**config.mk**
```make
export PLATFORM = sky130hd
export DESIGN_NAME = uart_tx_feeder
export DESIGN_NICKNAME = d
export VERILOG_FILES = /design/src/rtl/uart_pkg.sv /design/src/rtl/sync_fifo.sv /design/src/rtl/uart_tx_feeder.sv
export SDC_FILE = /design/constraint.sdc
export NUM_CORES = 1
export LEC_CHECK = 0
export CORE_MARGIN = 2
export CORE_UTILIZATION = 50
export DETAILED_ROUTE_END_ITERATION = 10
export PLACE_DENSITY = 0.75
export SLEW_MARGIN = 20
export SYNTH_ARGS = -nofsm -noshare
export SYNTH_HDL_FRONTEND = slang
export SYNTH_SLANG_ARGS = --single-unit
```
**constraint.sdc**
```tcl
create_clock -name clk_i -period 2.5 [get_ports clk_i]
set_clock_uncertainty 0.1 [all_clocks]
set_input_delay 0.5 -clock clk_i [delete_from_list [all_inputs] [get_ports clk_i]]
set_output_delay 0.5 -clock clk_i [all_outputs]
set_load 0.05 [all_outputs]
```
**src/rtl/uart_pkg.sv**
```systemverilog
`default_nettype none
// ============================================================================
//  Module      : uart_pkg
//  Description : Shared definitions for the UART transmit feeder: FSM state
//                encoding and UART register-interface constants.
//  Contents    : state_t and ST_* state codes, REG_SEL_DATA / REG_SEL_CTRL
//                register selects, CTRL_SEND_BIT (send/busy bit position).
//  Revision    : 1.0 - initial release
// ============================================================================
package uart_pkg;

    typedef logic [2:0] state_t;

    localparam state_t ST_IDLE   = 3'd0;
    localparam state_t ST_LOAD   = 3'd1;
    localparam state_t ST_SEND   = 3'd2;
    localparam state_t ST_SETTLE = 3'd3;
    localparam state_t ST_POLL   = 3'd4;

    localparam logic REG_SEL_DATA  = 1'b1;
    localparam logic REG_SEL_CTRL  = 1'b0;
    localparam int   CTRL_SEND_BIT = 0;

endpackage : uart_pkg
`default_nettype wire

```
**src/rtl/sync_fifo.sv**
```systemverilog
`default_nettype none
// ============================================================================
//  Module      : sync_fifo
//  Description : Single-clock circular-buffer FIFO with registered flags and
//                a sticky overflow indicator.
//  Ports       : clk_i, reset_i (sync, active-low)
//                push_i/push_data_i - enqueue, ignored while full
//                pop_i              - dequeue, ignored while empty
//                head_o             - oldest entry (valid while !empty_o)
//                full_o, empty_o, count_o - occupancy
//                overflow_o         - sticky, set by a push while full
//  Revision    : 1.0 - initial release
// ============================================================================
module sync_fifo #(
    parameter int DEPTH = 8,
    parameter int WIDTH = 8
) (
    input  logic                     clk_i,
    input  logic                     reset_i,
    input  logic                     push_i,
    input  logic [WIDTH-1:0]         push_data_i,
    input  logic                     pop_i,
    output logic [WIDTH-1:0]         head_o,
    output logic                     full_o,
    output logic                     empty_o,
    output logic [$clog2(DEPTH):0]   count_o,
    output logic                     overflow_o
);

    localparam int c_AW = $clog2(DEPTH);
    localparam logic [c_AW:0] c_FULL_COUNT = (c_AW + 1)'(DEPTH);

    logic [WIDTH-1:0] r_mem [DEPTH];
    logic [c_AW-1:0]  r_wr_ptr;
    logic [c_AW-1:0]  r_rd_ptr;
    logic [c_AW:0]    r_count;
    logic             r_overflow;

    logic w_full;
    logic w_empty;
    logic w_do_push;
    logic w_do_pop;

    assign w_full    = (r_count == c_FULL_COUNT);
    assign w_empty   = (r_count == '0);
    // A push is judged against the registered full flag, so a pop in the
    // same cycle does not rescue a push into a full FIFO.
    assign w_do_push = push_i && !w_full;
    assign w_do_pop  = pop_i && !w_empty;

    // Storage carries no reset: reset empties the FIFO through the pointers.
    always_ff @(posedge clk_i) begin
        if (w_do_push) begin
            r_mem[r_wr_ptr] <= push_data_i;
        end
    end

    always_ff @(posedge clk_i) begin
        if (!reset_i) begin
            r_wr_ptr   <= '0;
            r_rd_ptr   <= '0;
            r_count    <= '0;
            r_overflow <= 1'b0;
        end else begin
            // Pointers wrap naturally because DEPTH is a power of two.
            if (w_do_push) begin
                r_wr_ptr <= r_wr_ptr + c_AW'(1);
            end
            if (w_do_pop) begin
                r_rd_ptr <= r_rd_ptr + c_AW'(1);
            end
            case ({w_do_push, w_do_pop})
                2'b10:   r_count <= r_count + (c_AW + 1)'(1);
                2'b01:   r_count <= r_count - (c_AW + 1)'(1);
                default: r_count <= r_count;
            endcase
            if (push_i && w_full) begin
                r_overflow <= 1'b1;
            end
        end
    end

    assign head_o     = r_mem[r_rd_ptr];
    assign full_o     = w_full;
    assign empty_o    = w_empty;
    assign count_o    = r_count;
    assign overflow_o = r_overflow;

endmodule : sync_fifo
`default_nettype wire

```
**src/rtl/uart_tx_feeder.sv**
```systemverilog
`default_nettype none
// ============================================================================
//  Module      : uart_tx_feeder
//  Description : Buffers producer bytes in a FIFO and hands them one at a time
//                to the UART register interface: data-register write, control
//                "send" write, one settle cycle, then poll the control
//                register until the UART clears the send bit.
//  Ports       : clk_i, reset_i (sync, active-low)
//                push_i/push_data_i, full_o, empty_o, count_o, overflow_o
//                busy_o (FSM not idle), done_o (pulse per byte handed off)
//                uart_reg_sel_o, uart_wr_o, uart_data_o, uart_ctrl_i
//                timeout_o (only with UART_TX_FEEDER_TIMEOUT_EN)
//  Options     : `define UART_TX_FEEDER_TIMEOUT_EN adds a poll timeout that
//                drops the stuck byte and raises sticky timeout_o.
//  Revision    : 1.0 - initial release
// ============================================================================
module uart_tx_feeder
    import uart_pkg::*;
#(
    parameter int         DEPTH          = 8,
    parameter logic [7:0] SEND_CMD       = 8'h01,
    parameter int         TIMEOUT_CYCLES = 100000
) (
    input  logic                    clk_i,
    input  logic                    reset_i,
    input  logic                    push_i,
    input  logic [7:0]              push_data_i,
    output logic                    full_o,
    output logic                    empty_o,
    output logic [$clog2(DEPTH):0]  count_o,
    output logic                    overflow_o,
    output logic                    busy_o,
    output logic                    done_o,
    output logic                    uart_reg_sel_o,
    output logic                    uart_wr_o,
    output logic [7:0]              uart_data_o,
`ifdef UART_TX_FEEDER_TIMEOUT_EN
    output logic                    timeout_o,
`endif
    input  logic [7:0]              uart_ctrl_i
);

    state_t     r_state;
    logic       r_done;
    logic       w_pop;
    logic       w_poll_ok;
    logic [7:0] w_head;
    logic       w_empty;
    logic       w_unused_ctrl;

    // Only the send/busy bit of the control readback matters here.
    assign w_unused_ctrl = ^{uart_ctrl_i[7:CTRL_SEND_BIT+1]};

    assign w_poll_ok = (r_state == ST_POLL) && !uart_ctrl_i[CTRL_SEND_BIT];

    sync_fifo #(
        .DEPTH (DEPTH),
        .WIDTH (8)
    ) u_fifo (
        .clk_i       (clk_i),
        .reset_i     (reset_i),
        .push_i      (push_i),
        .push_data_i (push_data_i),
        .pop_i       (w_pop),
        .head_o      (w_head),
        .full_o      (full_o),
        .empty_o     (w_empty),
        .count_o     (count_o),
        .overflow_o  (overflow_o)
    );

`ifdef UART_TX_FEEDER_TIMEOUT_EN
    localparam int c_TO_W = $clog2(TIMEOUT_CYCLES + 1);

    logic [c_TO_W-1:0] r_poll_cnt;
    logic              r_timeout;
    logic              w_timeout_hit;

    // r_poll_cnt equals the number of POLL cycles already spent, so the hit
    // lands on the TIMEOUT_CYCLES-th POLL cycle.
    assign w_timeout_hit = (r_state == ST_POLL) && uart_ctrl_i[CTRL_SEND_BIT]
                        && (r_poll_cnt == c_TO_W'(TIMEOUT_CYCLES - 1));
    assign w_pop         = w_poll_ok || w_timeout_hit;

    always_ff @(posedge clk_i) begin
        if (!reset_i) begin
            r_poll_cnt <= '0;
            r_timeout  <= 1'b0;
        end else begin
            if (r_state == ST_SETTLE) begin
                r_poll_cnt <= '0;
            end else if (r_state == ST_POLL) begin
                r_poll_cnt <= r_poll_cnt + c_TO_W'(1);
            end
            if (w_timeout_hit) begin
                r_timeout <= 1'b1;
            end
        end
    end

    assign timeout_o = r_timeout;
`else
    logic [31:0] w_unused_timeout;

    assign w_unused_timeout = TIMEOUT_CYCLES;
    assign w_pop            = w_poll_ok;
`endif

    always_ff @(posedge clk_i) begin
        if (!reset_i) begin
            r_state <= ST_IDLE;
            r_done  <= 1'b0;
        end else begin
            // done marks a confirmed handoff only, never a timeout drop.
            r_done <= w_poll_ok;
            case (r_state)
                ST_IDLE:   if (!w_empty) r_state <= ST_LOAD;
                ST_LOAD:   r_state <= ST_SEND;
                ST_SEND:   r_state <= ST_SETTLE;
                ST_SETTLE: r_state <= ST_POLL;
                ST_POLL:   if (w_pop) r_state <= ST_IDLE;
                default:   r_state <= ST_IDLE;
            endcase
        end
    end

    // UART outputs decode straight from the registered state.
    always_comb begin
        uart_reg_sel_o = REG_SEL_CTRL;
        uart_wr_o      = 1'b0;
        uart_data_o    = 8'h00;
        case (r_state)
            ST_LOAD: begin
                uart_reg_sel_o = REG_SEL_DATA;
                uart_wr_o      = 1'b1;
                uart_data_o    = w_head;
            end
            ST_SEND: begin
                uart_wr_o   = 1'b1;
                uart_data_o = SEND_CMD;
            end
            default: ;
        endcase
    end

    assign empty_o = w_empty;
    assign busy_o  = (r_state != ST_IDLE);
    assign done_o  = r_done;

endmodule : uart_tx_feeder
`default_nettype wire

```
==> metrics.md, run 1 <==
| Metric | Value |
|---|---|
| Grt ovf | 0 |
| Area contributors post-synth | edfxtp_1 56%, dfxtp_1 11%, mux4_2 9.3% |
| Max Cap Violations | 0 |
| Status | finished clean |
| Peak VDD IR | 0.318 mV |
| Die Wd | 86.6 um |
| Clk buf depth | 2 |
| Clk sink count | 82 |
| Lkg Pwr | 0.00148 uW |
| Slew Viols, Final | 0 |
| Worst R2R Setup Slack | 90 ps |
| CP required | 1900 ps |
| Global Route Usage Sum | 0.168 |
| Die ar. | 7490 sq um |
| Via-to-Cell Ratio | 5.34 |
| Arrival time worst endpoint | 1830 ps |
| R2r worst-path depth | 8 |
| YS warnings | 0 |
| DRT iter0 DRCs | 141 |
| H-tree levels | 3 |
| Clock slew at reported path FFs | 80 ps |
| Seq cells post-synth | 82 |
| Mean post-synth cell area | 16.5 sq um |
| Most used routing layer | met2 |
| Area of the core | 6680 sq um |
| Largest net degree at the start of global routing | 18 |
| Wire per inst | 17.0 um |
| Area growth syn-to-layout | 23.6% |
| Clk Latency, worst-skew pair | 340 ps |
| WL final | 5960 um |
| Critical Path Source Type | flop |
| Met1 Use GR | 0.204 |
| WHS | 379 ps |
| Min Clock Period, post-route | 2430 ps |
| Synthesized area | 3410 sq um |
| Root Driver | clkbuf_8 |
| # DRC | 0 |
| TritonCTS buffer count | 9 |
| CP Max Fanout | 9 |
| Post-synth top area share | 0.564 |
| Antenna Cells | 0 |
| HP Class | flop to flop |
| Fmax | 412 MHz |
| Post-route insts no fill | 350 |
| Worst-path cell chain | buf_12 > mux4_2 > mux2i_1 > nor2_1 > buf_4 |
| Final nets | 289 |
| Netlist cell types | 43 |
| Hold Violations, Final | 0 |
| DIE HEIGHT | 86.6 um |
| Seq/Total Area, Yosys | 0.670 |
| GRT met2 Usage | 0.281 |
| Mapped Cells | 206 |
| Critical path's largest stage delay | 520 ps |
| TritonCTS clock tree | yes |
| Yosys top cell by area | edfxtp_1 |
| DP HPWL | 3940 um |
| Vias post-DR | 1,869 |
| Final Cycle Share | 0.970 |
| First-pass GRT wire length | 9180 um |
| Net Count, Synth | 230 |
| Routability cong. | 0.811 |
| Initial antenna violation count | 0 |
| Hold path start | u_fifo.r_rd_ptr[1]$_SDFFE_PN0P_ |
| Design Power | 2880 uW |
| Hold Path Depth | 2 |
| Initial core utilization | 0.510 |
| Setup-failing EPs final | 0 |
| Setup CP Type | flop to output pin |
| Share of post-route cells with drive strength above 1 | 0.330 |
| Placed insts | 331 |
| RR Endpoint | u_fifo.count_o[3]$_SDFFE_PN0P_ |
| Routed Antenna Nets | 0 |
| Met3 Use GR | 0.0333 |
| Number of enable flip-flop cells after synthesis | 64 |
| Total iterations of the first detailed-routing run | 4 |
| Vias in the first global route | 1,841 |
| Worst slew pin tran | 530 ps |
| RSZ-0062 raised after global routing | true |
| Critical Path Sink Type | output pin |
| Reg2reg start | u_fifo.count_o[3]$_SDFFE_PN0P_ |
| Ys async rst share | 0 |
| Pwr dens | 683 nW/um^2 |
| I/O pin count | 38 |
| I/O Buffers | 30 |
| Rel. slew slack | 0.646 |
| Floorplan row count | 30 |
| Top FF cell, synth | edfxtp_1 |
| Critical-path top delay cell | mux4_2 |
[power by group]
part	switching [uW]	internal (uW)	leakage (uW)
registers	31.1	1500	0.000731
logic	245	159	0.000651
clock network	475	468	0.0000979
total	751	2130	0.00148
[final cells by class]
type,instances,area [sq um]
Inverter,5,18.8
Clock inverter,7,76.3
Timing Repair Buffer,56,539
Multi-Input combinational cell,111,1060
Sequential cell,82,2300
Tap cell,80,100
Fill cell,488,2470
Clock buffer,9,124
[kinds of logic (layout without fill, tap and decap cells)]
| logic type | after synthesis | count (layout) | share of synthesized area |
|---|---|---|---|
| adder cells (fa/ha/maj) | 5 | 5 | 0.0184 |
| flip-flops | 82 | 82 | 0.670 |
| multiplexers | 26 | 26 | 0.128 |
| AO/OA/AOI/OAI | 16 | 16 | 0.0374 |
| buffers and inverters | 13 | 77 | 0.0275 |
| XOR/XNOR | 7 | 7 | 0.0180 |
| AND/OR/NAND/NOR | 57 | 57 | 0.101 |
[sequential cells by signal, indices dropped and copies added (netlist names), named ones only]
signal / cells
u_fifo.r_mem: 64
u_fifo.r_rd_ptr: 3
u_fifo.overflow_o: 1
u_fifo.count_o: 4
r_state: 3
done_o: 1
u_fifo.r_wr_ptr: 3
[repair_timing]
item,in CTS,in global routing
pin swaps,0,5
gates cloned,0,1
hold buffers,0,0
setup buffers,0,2
endpoints found under the setup margin,3,4
resized for setup,5,8
[placed cells by master, fill, tap and decap left out, drive strengths merged, types with 2 or more instances in the layout]
| cell type | Yosys | final |
|---|---|---|
| a21oi | 3 | 3 |
| xnor2 | 5 | 5 |
| nor2 | 16 | 16 |
| clkdlybuf4s50 | 0 | 16 |
| inv | 5 | 7 |
| clkbuf | 1 | 10 |
| nand2b | 3 | 3 |
| a31oi | 4 | 4 |
| nand3 | 5 | 5 |
| clkinv | 0 | 3 |
| dlygate4sd2 | 0 | 2 |
| and2 | 7 | 7 |
| mux2i | 11 | 11 |
| nand2 | 7 | 7 |
| ha | 5 | 5 |
| edfxtp | 64 | 64 |
| dfxtp | 18 | 18 |
| buf | 7 | 36 |
| nor2b | 6 | 6 |
| mux4 | 14 | 14 |
| nor3 | 2 | 2 |
| or3 | 4 | 4 |
| a21boi | 4 | 4 |
| xor2 | 2 | 2 |
[worst max-delay path, delay by kind of cell, from the launching register on]
kind                   cells  cell delay, ps
flip-flops                 1             400
multiplexers               2             670
buffers and inverters      2             350
AND/OR/NAND/NOR            1              60
[per-stage QoR]
stage	util	TNS (ps)	cell area (sq um)	worst slack, ps
6_report	0.631	0	4210	74.4
5_1_grt	0.631	-19.9	4210	-19.9
4_1_cts	0.620	0	4150	19.3
3_5_place_dp	0.590	-490	3940	-277
3_3_place_gp	0.590	-370	3940	-211
2_1_floorplan	-	0	3420	19.0
[synth_stat cells, drive strengths merged (2+ instances only)]
master	number
buf	7
nor2	16
mux4	14
mux2i	11
nand2b	3
nand3	5
xor2	2
a21boi	4
xnor2	5
ha	5
or3	4
edfxtp	64
inv	5
nor2b	6
dfxtp	18
and2	7
a31oi	4
nand2	7
nor3	2
a21oi	3
[metal layers]
metal | part of all wire | wire [um] | vias to the layer above
met5 | 0 | 0 | -
met1 | 0.42 | 2520 | 916
met4 | 0.024 | 145 | 0
met3 | 0.028 | 165 | 11
li1 | - | - | 907
met2 | 0.53 | 3130 | 35
[worst max-delay path by stage]
stage	startpoint	end	cells after the start
2_1_floorplan	u_fifo.count_o[2]$_SDFFE_PN0P_	u_fifo.count_o[2]$_SDFFE_PN0P_	10
3_3_place_gp	uart_ctrl_i[0]	u_fifo.count_o[2]$_SDFFE_PN0P_	11
3_5_place_dp	uart_ctrl_i[0]	u_fifo.count_o[2]$_SDFFE_PN0P_	11
4_1_cts	u_fifo.count_o[2]$_SDFFE_PN0P_	u_fifo.count_o[2]$_SDFFE_PN0P_	10
5_1_grt	u_fifo.count_o[3]$_SDFFE_PN0P_	u_fifo.count_o[2]$_SDFFE_PN0P_	10
6_report	flop	uart_data_o[6]	5
Power figures use the tool's default switching activity.
==> run 2: changes to the inputs <==
--- a/config.mk
+++ b/config.mk
@@ -5,6 +5,7 @@
 export SDC_FILE = /design/constraint.sdc
 export NUM_CORES = 1
 export LEC_CHECK = 0
+export CAP_MARGIN = 5
 export CORE_MARGIN = 2
 export CORE_UTILIZATION = 50
 export DETAILED_ROUTE_END_ITERATION = 10
@@ -12,4 +13,5 @@
 export SLEW_MARGIN = 20
 export SYNTH_ARGS = -nofsm -noshare
 export SYNTH_HDL_FRONTEND = slang
+export SYNTH_HIERARCHICAL = 1
 export SYNTH_SLANG_ARGS = --single-unit
==> run 2 against run 1 <==
The run now ends with setup timing left. Count of clock-buffer cells in the layout is 3 higher. Cell count is 3.7% lower. First-iteration DRC count is 7.8% lower. Via count is 2.2% lower. Synthesized cell count is 3.9% lower. Flip-flop and latch count stayed put. Sequential power hardly changed. Global-route usage is 0.64 points higher. Sequential share of layout area is 0.66 points lower. Core utilization is 2.9 points higher. Non-clock buffer count is 1 lower. Combinational power is 10% higher. Critical endpoint is now uart_data_o[0]. Largest cell class unchanged.
==> metrics.md, run 2 <==
| Metric | Value |
|---|---|
| Status | complete, but fails checks |
| Cell family with most CP delay | multiplexers |
| Netlist cell types | 40 (-7.0%) |
| Lkg Pwr | 0.00149 uW (+0.99%) |
| Wire per inst | 17.3 um (+1.3%) |
| Top FF cell, synth | edfxtp_1 |
| Global Route Usage Sum | 0.175 (+0.00644) |
| Max Cap Violations | 0 (unchanged) |
| End of the critical path | uart_data_o[0] |
| Critical Path Sink Type | output pin |
| Root Driver | clkbuf_8 |
| Vias post-DR | 1,828 (-2.2%) |
| Final Cycle Share | 1.02 (+0.0481) |
| Hold buffers post-CTS | 0 (unchanged) |
| WP depth | 6 (+1) |
| Reg2reg start | r_state[2]$_SDFFE_PN0P_ |
| WHS | 409 ps (+29.9 ps) |
| TritonCTS clock tree | yes |
| Worst R2R Setup Slack | 160 ps (+70 ps) |
| Floorplan row count | 29 (-3.3%) |
| Core Util, Final | 0.659 (+0.0287) |
| Number of enable flip-flop cells after synthesis | 64 (unchanged) |
| Initial core utilization | 0.523 (+0.0127) |
| Worst-path cell chain | buf_12 > mux4_2 > mux2_4 > nand3b_1 > a21oi_2 > buf_6 |
| Critical path buffers and inverters | 2 (unchanged) |
| Peak VDD IR | 0.298 mV (-6.2%) |
| Top cells by count, synth | 64 x edfxtp_1, 18 x dfxtp_1, 16 x mux4_2, 13 x and2_1, 8 x mux2_2 |
| Critical path's largest stage delay | 500 ps (-20 ps) |
| Largest family of logic cells by synthesized area | multiplexers |
| Worst slew pin tran | 543 ps (+13.2 ps) |
| Pre-CTS setup slack | -66.5 ps (+211 ps) |
| Critical-path top delay cell | mux4_2 |
| Via-to-Cell Ratio | 5.42 (+1.6%) |
| Clk Latency, worst-skew pair | 350 ps (about the same) |
| Max reg flops | 64 (unchanged) |
| I/O pin count | 38 (unchanged) |
| Post-synthesis mux area share | 0.142 (+0.0142) |
| Area growth syn-to-layout | 26.1% |
| DIE HEIGHT | 86.2 um (-0.44%) |
| Pwr dens | 703 nW/um^2 (+2.9%) |
| Post-synth top area share | 0.569 (+0.00522) |
| R2r worst-path depth | 10 (+2) |
| DR WL met3 | 138 um (-16%) |
| I/O Buffers | 30 (unchanged) |
| Storage cell area | 2290 sq um (-0.16%) |
| First-pass GRT wire length | 9340 um (+1.7%) |
| Rel. slew slack | 0.637 (-0.00820) |
| Slew Viols, Final | 0 (unchanged) |
| RR Endpoint | u_fifo/count_o[2]$_SDFFE_PN0P_ |
| Synthesized area | 3380 sq um (-0.92%) |
| Routed Antenna Nets | 0 (unchanged) |
| Area occupied by multi-input gates | 1100 sq um (+3.7%) |
| Routability cong. | 0.685 (-15%) |
| DP HPWL | 3700 um (-6.0%) |
| Clock slew at reported path FFs | 80 ps (about the same) |
| Min Clock Period, post-route | 2550 ps (+120 ps) |
| Reg with most FFs | u_fifo/r_mem |
| Simple-gate share of the synthesized area | 0.104 (+0.00316) |
| DRT iter0 DRCs | 130 (-7.8%) |
| Arrival time worst endpoint | 1950 ps (+120 ps) |
| Metal-1 WL | 2760 um (+9.4%) |
| Grt ovf | 0 (unchanged) |
| H-tree levels | 3 (unchanged) |
| Antenna Cells | 0 (unchanged) |
| Area of the core | 6460 sq um (-3.3%) |
| YS warnings | 6 (+6) |
| Net Count, Synth | 222 (-3.5%) |
| Ys async rst share | 0 (unchanged) |
| Area contributors post-synth | edfxtp_1 57%, dfxtp_1 11%, mux4_2 11% |
| Failing checks | setup timing |
| RSZ-0062 raised after global routing | true |
| Synth Area in XOR/XNOR | 0.0207 (+0.00276) |
| Synth Area in Compound Gates | 0.0207 (-0.0167) |
| Met2 wire length | 2790 um (-11%) |
| Top sig layer | met4 |
| Final nets | 279 (-3.5%) |
| WL final | 5810 um (-2.5%) |
| Critical Path Source Type | flop |
| Seq cells post-synth | 82 (unchanged) |
| Total negative slack | -95.0 ps (-95.0 ps) |
| Design Power | 2990 uW (+4.0%) |
| Most common cell after layout, fill and taps aside | edfxtp_1 |
| Setup CP Type | flop to output pin |
| Yosys top cell by area | edfxtp_1 |
| Setup-failing EPs final | 7 (+7) |
| Fmax | 393 MHz (-4.7%) |
| Count leader, synth | edfxtp_1 |
| # DRC | 0 (unchanged) |
| CP required | 1900 ps (about the same) |
| Mean post-synth cell area | 17.1 sq um (+3.1%) |
| Die Wd | 86.2 um (-0.44%) |
| Initial antenna violation count | 0 (unchanged) |
| Share of post-route cells with drive strength above 1 | 0.350 (+0.0204) |
| Setup ws final | -45.9 ps (-120 ps) |
| Die ar. | 7430 sq um (-0.88%) |
| TritonCTS buffer count | 9 (unchanged) |
| Seq/Total Area, Yosys | 0.676 (+0.00620) |
| Total iterations of the first detailed-routing run | 4 (unchanged) |
| Mapped Cells | 198 (-3.9%) |
| Adder-Cell Fraction of Synth Area | 0.0185 (+0.000170) |
| Hold Violations, Final | 0 (unchanged) |
| Most frequent cells in the layout | 64 x edfxtp_1, 24 x buf_4, 17 x clkdlybuf4s50_1 |
| Vias in the first global route | 1,839 (-0.11%) |
| Clk sink count | 82 (unchanged) |
| Clk buf depth | 2 (unchanged) |
| CP Max Fanout | 8 (-1) |
| FILL cells | 439 (-10%) |
| Largest net degree at the start of global routing | 19 (+1) |
| HP Class | flop to flop |
## run 2: cell types whose count changed in the layout (fill, tap and decap cells not counted), moves of 4 or more
cell	delta
and2_4	+4
mux2_2	+4
buf_6	+4
nor2_1	-11
mux2_4	+4
buf_4	-7
mux2i_1	-8
## run 2: layout make-up
cell class | count | share of cell area
tap | 77 | 0.0226
timing repair buffer | 55 | 0.131
clock inverter | 4 | 0.0179
multi-input combinational | 106 | 0.257
clock buffer | 12 | 0.0317
sequential | 82 | 0.539
inverter | 1 | 0.000882
## run 2: worst min path at each step
stage	from	endpoint	slack (ps)	depth (start not counted)
2_1_floorplan	u_fifo/r_wr_ptr[1]$_SDFFE_PN0P_	u_fifo/r_wr_ptr[1]$_SDFFE_PN0P_	400	2
3_3_place_gp	u_fifo/count_o[3]$_SDFFE_PN0P_	u_fifo/count_o[3]$_SDFFE_PN0P_	390	2
3_5_place_dp	u_fifo/overflow_o$_SDFFE_PN0P_	u_fifo/overflow_o$_SDFFE_PN0P_	390	2
4_1_cts	u_fifo/count_o[3]$_SDFFE_PN0P_	u_fifo/count_o[3]$_SDFFE_PN0P_	410	2
5_1_grt	u_fifo/count_o[3]$_SDFFE_PN0P_	u_fifo/count_o[3]$_SDFFE_PN0P_	420	2
6_report	u_fifo/count_o[3]$_SDFFE_PN0P_	u_fifo/count_o[3]$_SDFFE_PN0P_	410	2
## run 2: worst register-to-register path, stage by stage, from the launching register on
cell	delay [ps]
dfxtp_1	330
or3b_4	400
nor2_1	100
o41a_1	250
ha_4	170
xor2_1	140
ha_2	180
a21oi_1	40
xor2_1	150
or3_1	310
a21boi_1	110
## run 2: what timing repair did
item                       in CTS  in global routing
setup buffers                   0                  2
setup endpoints to repair       8                 11
pin swaps                       2                  1
gates resized for setup        18                 12
## run 2: cells by family after synthesis
family / after synthesis
buffers and inverters: 10
flip-flops: 82
multiplexers: 27
adder cells (fa/ha/maj): 5
AO/OA/AOI/OAI: 11
AND/OR/NAND/NOR: 55
XOR/XNOR: 8
## run 2: metal layers
metal,vias up,track usage
li1,880,-
met1,917,0.241
met2,22,0.264
met3,9,0.0371
met4,0,0.0895
met5,-,0
## run 2: power breakdown
group | total [uW] | internal (uW) | switching (uW)
sequential | 1530 | 1510 | 23.7
clock | 1020 | 565 | 451
combinational | 446 | 191 | 255
total | 2990 | 2260 | 729
## run 2: metrics by stage
step / area [sq um] / std cells
4_1_cts: 4200 / 335
2_1_floorplan: 3420 / 198
6_report: 4260 / 337
3_5_place_dp: 3930 / 319
5_1_grt: 4260 / 337
3_3_place_gp: 3930 / 319
==> run 3: changes to the inputs <==
--- a/config.mk
+++ b/config.mk
@@ -9,7 +9,7 @@
 export CORE_MARGIN = 2
 export CORE_UTILIZATION = 50
 export DETAILED_ROUTE_END_ITERATION = 10
-export PLACE_DENSITY = 0.75
+export PLACE_DENSITY = 0.84
 export SLEW_MARGIN = 20
 export SYNTH_ARGS = -nofsm -noshare
 export SYNTH_HDL_FRONTEND = slang
==> run 3 against run 2 <==
The flow still finishes with violations (setup timing). Count of clock-buffer cells in the layout down 2. Cell area fell by 1.3%. Combinational power is 2% lower. Global-route usage rose by 0.60 points. Flip-flop and latch count stayed put. Critical path depth stayed put. Sequential power barely moved.
==> metrics.md, run 3 (synthesized netlist as in run 2, its figures left out) <==
| Metric | Value |
|---|---|
| Status | complete, but fails checks |
| Failing checks | setup timing |
| Hold Violations, Final | 0 (unchanged) |
| Clk buf depth | 2 (unchanged) |
| Worst-path cell chain | buf_12 > mux4_2 > mux2_4 > nand3b_1 > a21oi_2 > buf_6 |
| Routed Antenna Nets | 0 (unchanged) |
| Area growth syn-to-layout | 24.5% |
| Worst R2R Setup Slack | 140 ps (-20 ps) |
| Post-route insts no fill | 337 (unchanged) |
| Vias post-DR | 1,875 (+2.6%) |
| Grt ovf | 0 (unchanged) |
| Initial core utilization | 0.523 (unchanged) |
| DP HPWL | 3990 um (+7.8%) |
| Clk sink count | 82 (unchanged) |
| First-pass GRT wire length | 9810 um (+5.1%) |
| Area of the core | 6460 sq um (unchanged) |
| Final nets | 279 (unchanged) |
| Via-to-Cell Ratio | 5.56 (+2.6%) |
| Critical path's largest stage delay | 500 ps (about the same) |
| Vias in the first global route | 1,959 (+6.5%) |
| Clock slew at reported path FFs | 80 ps (about the same) |
| DIE HEIGHT | 86.2 um (unchanged) |
| I/O pin count | 38 (unchanged) |
| Total iterations of the first detailed-routing run | 4 (unchanged) |
| Most common cell after layout, fill and taps aside | edfxtp_1 |
| Post-route cell area | 4200 sq um (-1.3%) |
| I/O Buffers | 30 (unchanged) |
| # DRC | 0 (unchanged) |
| Final Cycle Share | 1.03 (+0.00860) |
| WL final | 5990 um (+3.1%) |
| RR Endpoint | u_fifo/count_o[2]$_SDFFE_PN0P_ |
| Max Cap Violations | 0 (unchanged) |
| Fmax | 389 MHz (-0.84%) |
| Antenna Cells | 0 (unchanged) |
| Critical Path Sink Type | output pin |
| Floorplan row count | 29 (unchanged) |
| Largest net degree at the start of global routing | 19 (unchanged) |
| Wire per inst | 17.8 um (+3.1%) |
| DRT iter0 DRCs | 175 (+35%) |
| Setup-failing EPs final | 8 (+1) |
| H-tree levels | 3 (unchanged) |
| Die Wd | 86.2 um (unchanged) |
| End of the critical path | uart_data_o[0] |
| Slew Viols, Final | 0 (unchanged) |
| Max reg flops | 64 (unchanged) |
| Most frequent cells in the layout | 64 x edfxtp_1, 23 x buf_4, 17 x clkdlybuf4s50_1 |
| Hold buffers post-CTS | 0 (unchanged) |
| TritonCTS clock tree | yes |
| CP required | 1900 ps (about the same) |
| Lkg Pwr | 0.00146 uW (-2.4%) |
| Share of post-route cells with drive strength above 1 | 0.358 (+0.00769) |
| Critical Path Source Type | flop |
| Dpl cell area | 3940 sq um (+0.19%) |
| Arrival time worst endpoint | 1970 ps (+20 ps) |
| Reg2reg start | u_fifo/count_o[1]$_SDFFE_PN0P_ |
| Clk Latency, worst-skew pair | 340 ps (about the same) |
| Placed insts | 318 (-0.31%) |
| Root Driver | clkbuf_8 |
| Initial antenna violation count | 0 (unchanged) |
| Min Clock Period, post-route | 2570 ps (+21.5 ps) |
| CP Max Fanout | 8 (unchanged) |
| Peak VDD IR | 0.279 mV (-6.3%) |
| Global Route Usage Sum | 0.181 (+0.00596) |
| RSZ-0062 raised after global routing | true |
| R2r worst-path depth | 9 (-1) |
| Pwr dens | 664 nW/um^2 (-5.5%) |
| TritonCTS buffer count | 9 (unchanged) |
| Reg with most FFs | u_fifo/r_mem |
| Critical-path top delay cell | mux4_2 |
| Setup CP Type | flop to output pin |
| Die ar. | 7430 sq um (unchanged) |
| Worst slew pin tran | 514 ps (-28.8 ps) |
| HP Class | flop to flop |
| Setup ws final | -67.4 ps (-21.5 ps) |
| Rel. slew slack | 0.656 (+0.0186) |
| Routability cong. | 0.712 (+3.8%) |
run 3: what timing repair did:
item                                    CTS  global route
endpoints found under the setup margin   10            10
pin swaps                                 2             2
resized for setup                        18             4
buffers inserted                          0             2
gates cloned                              1             0
run 3: through the flow:
stage	util	TNS (ps)	hold slack [ps]	total power (uW)	setup slack [ps]
6_report	0.651	-333	398	2790	-67.4
5_1_grt	0.651	-830	424	2900	-141
4_1_cts	0.647	-573	401	2820	-98.6
3_5_place_dp	0.609	-87.4	387	1990	-87.4
3_3_place_gp	0.609	-59.5	380	1980	-59.5
2_1_floorplan	-	-2.04	396	1820	-2.04
run 3: report_power, final:
group / switching [uW] / internal (uW) / leakage [uW]
Clock: 458 / 362 / 0.0000868
Combinational: 257 / 182 / 0.000642
Sequential: 24.9 / 1510 / 0.000730
run 3: layout make-up:
type                            count  area [sq um]
Sequential cell                    82          2290
Fill cell                         438          2260
Multi-Input combinational cell    106          1090
Timing Repair Buffer               55           554
Clock buffer                       10           128
Tap cell                           77          96.3
Clock inverter                      6          40.0
Inverter                            1          3.75
run 3: critical path: cells and delay by family (launching register included):
kind,cells,cell delay (ps)
multiplexers,2,770
AO/OA/AOI/OAI,1,70
buffers and inverters,2,300
flip-flops,1,390
AND/OR/NAND/NOR,1,100
run 3: per-layer routing:
layer / wire length, um / GRT usage / vias up
li1: - / - / 876
met1: 2560 / 0.222 / 948
met4: 112 / 0.0852 / 0
met2: 3100 / 0.305 / 43
met3: 220 / 0.0400 / 8
met5: 0 / 0 / -
run 3: worst min-delay path by stage:
| stage | slack (ps) | endpoint | depth (start not counted) | startpoint |
|---|---|---|---|---|
| final | 400 | u_fifo/count_o[3]$_SDFFE_PN0P_ | 2 | u_fifo/count_o[3]$_SDFFE_PN0P_ |
| after global routing | 420 | u_fifo/count_o[3]$_SDFFE_PN0P_ | 2 | u_fifo/count_o[3]$_SDFFE_PN0P_ |
| after CTS | 400 | u_fifo/count_o[3]$_SDFFE_PN0P_ | 2 | u_fifo/count_o[3]$_SDFFE_PN0P_ |
| after detailed placement | 390 | u_fifo/count_o[3]$_SDFFE_PN0P_ | 2 | u_fifo/count_o[3]$_SDFFE_PN0P_ |
| after global placement | 380 | u_fifo/overflow_o$_SDFFE_PN0P_ | 2 | u_fifo/overflow_o$_SDFFE_PN0P_ |
| after floorplan | 400 | u_fifo/r_wr_ptr[1]$_SDFFE_PN0P_ | 2 | u_fifo/r_wr_ptr[1]$_SDFFE_PN0P_ |
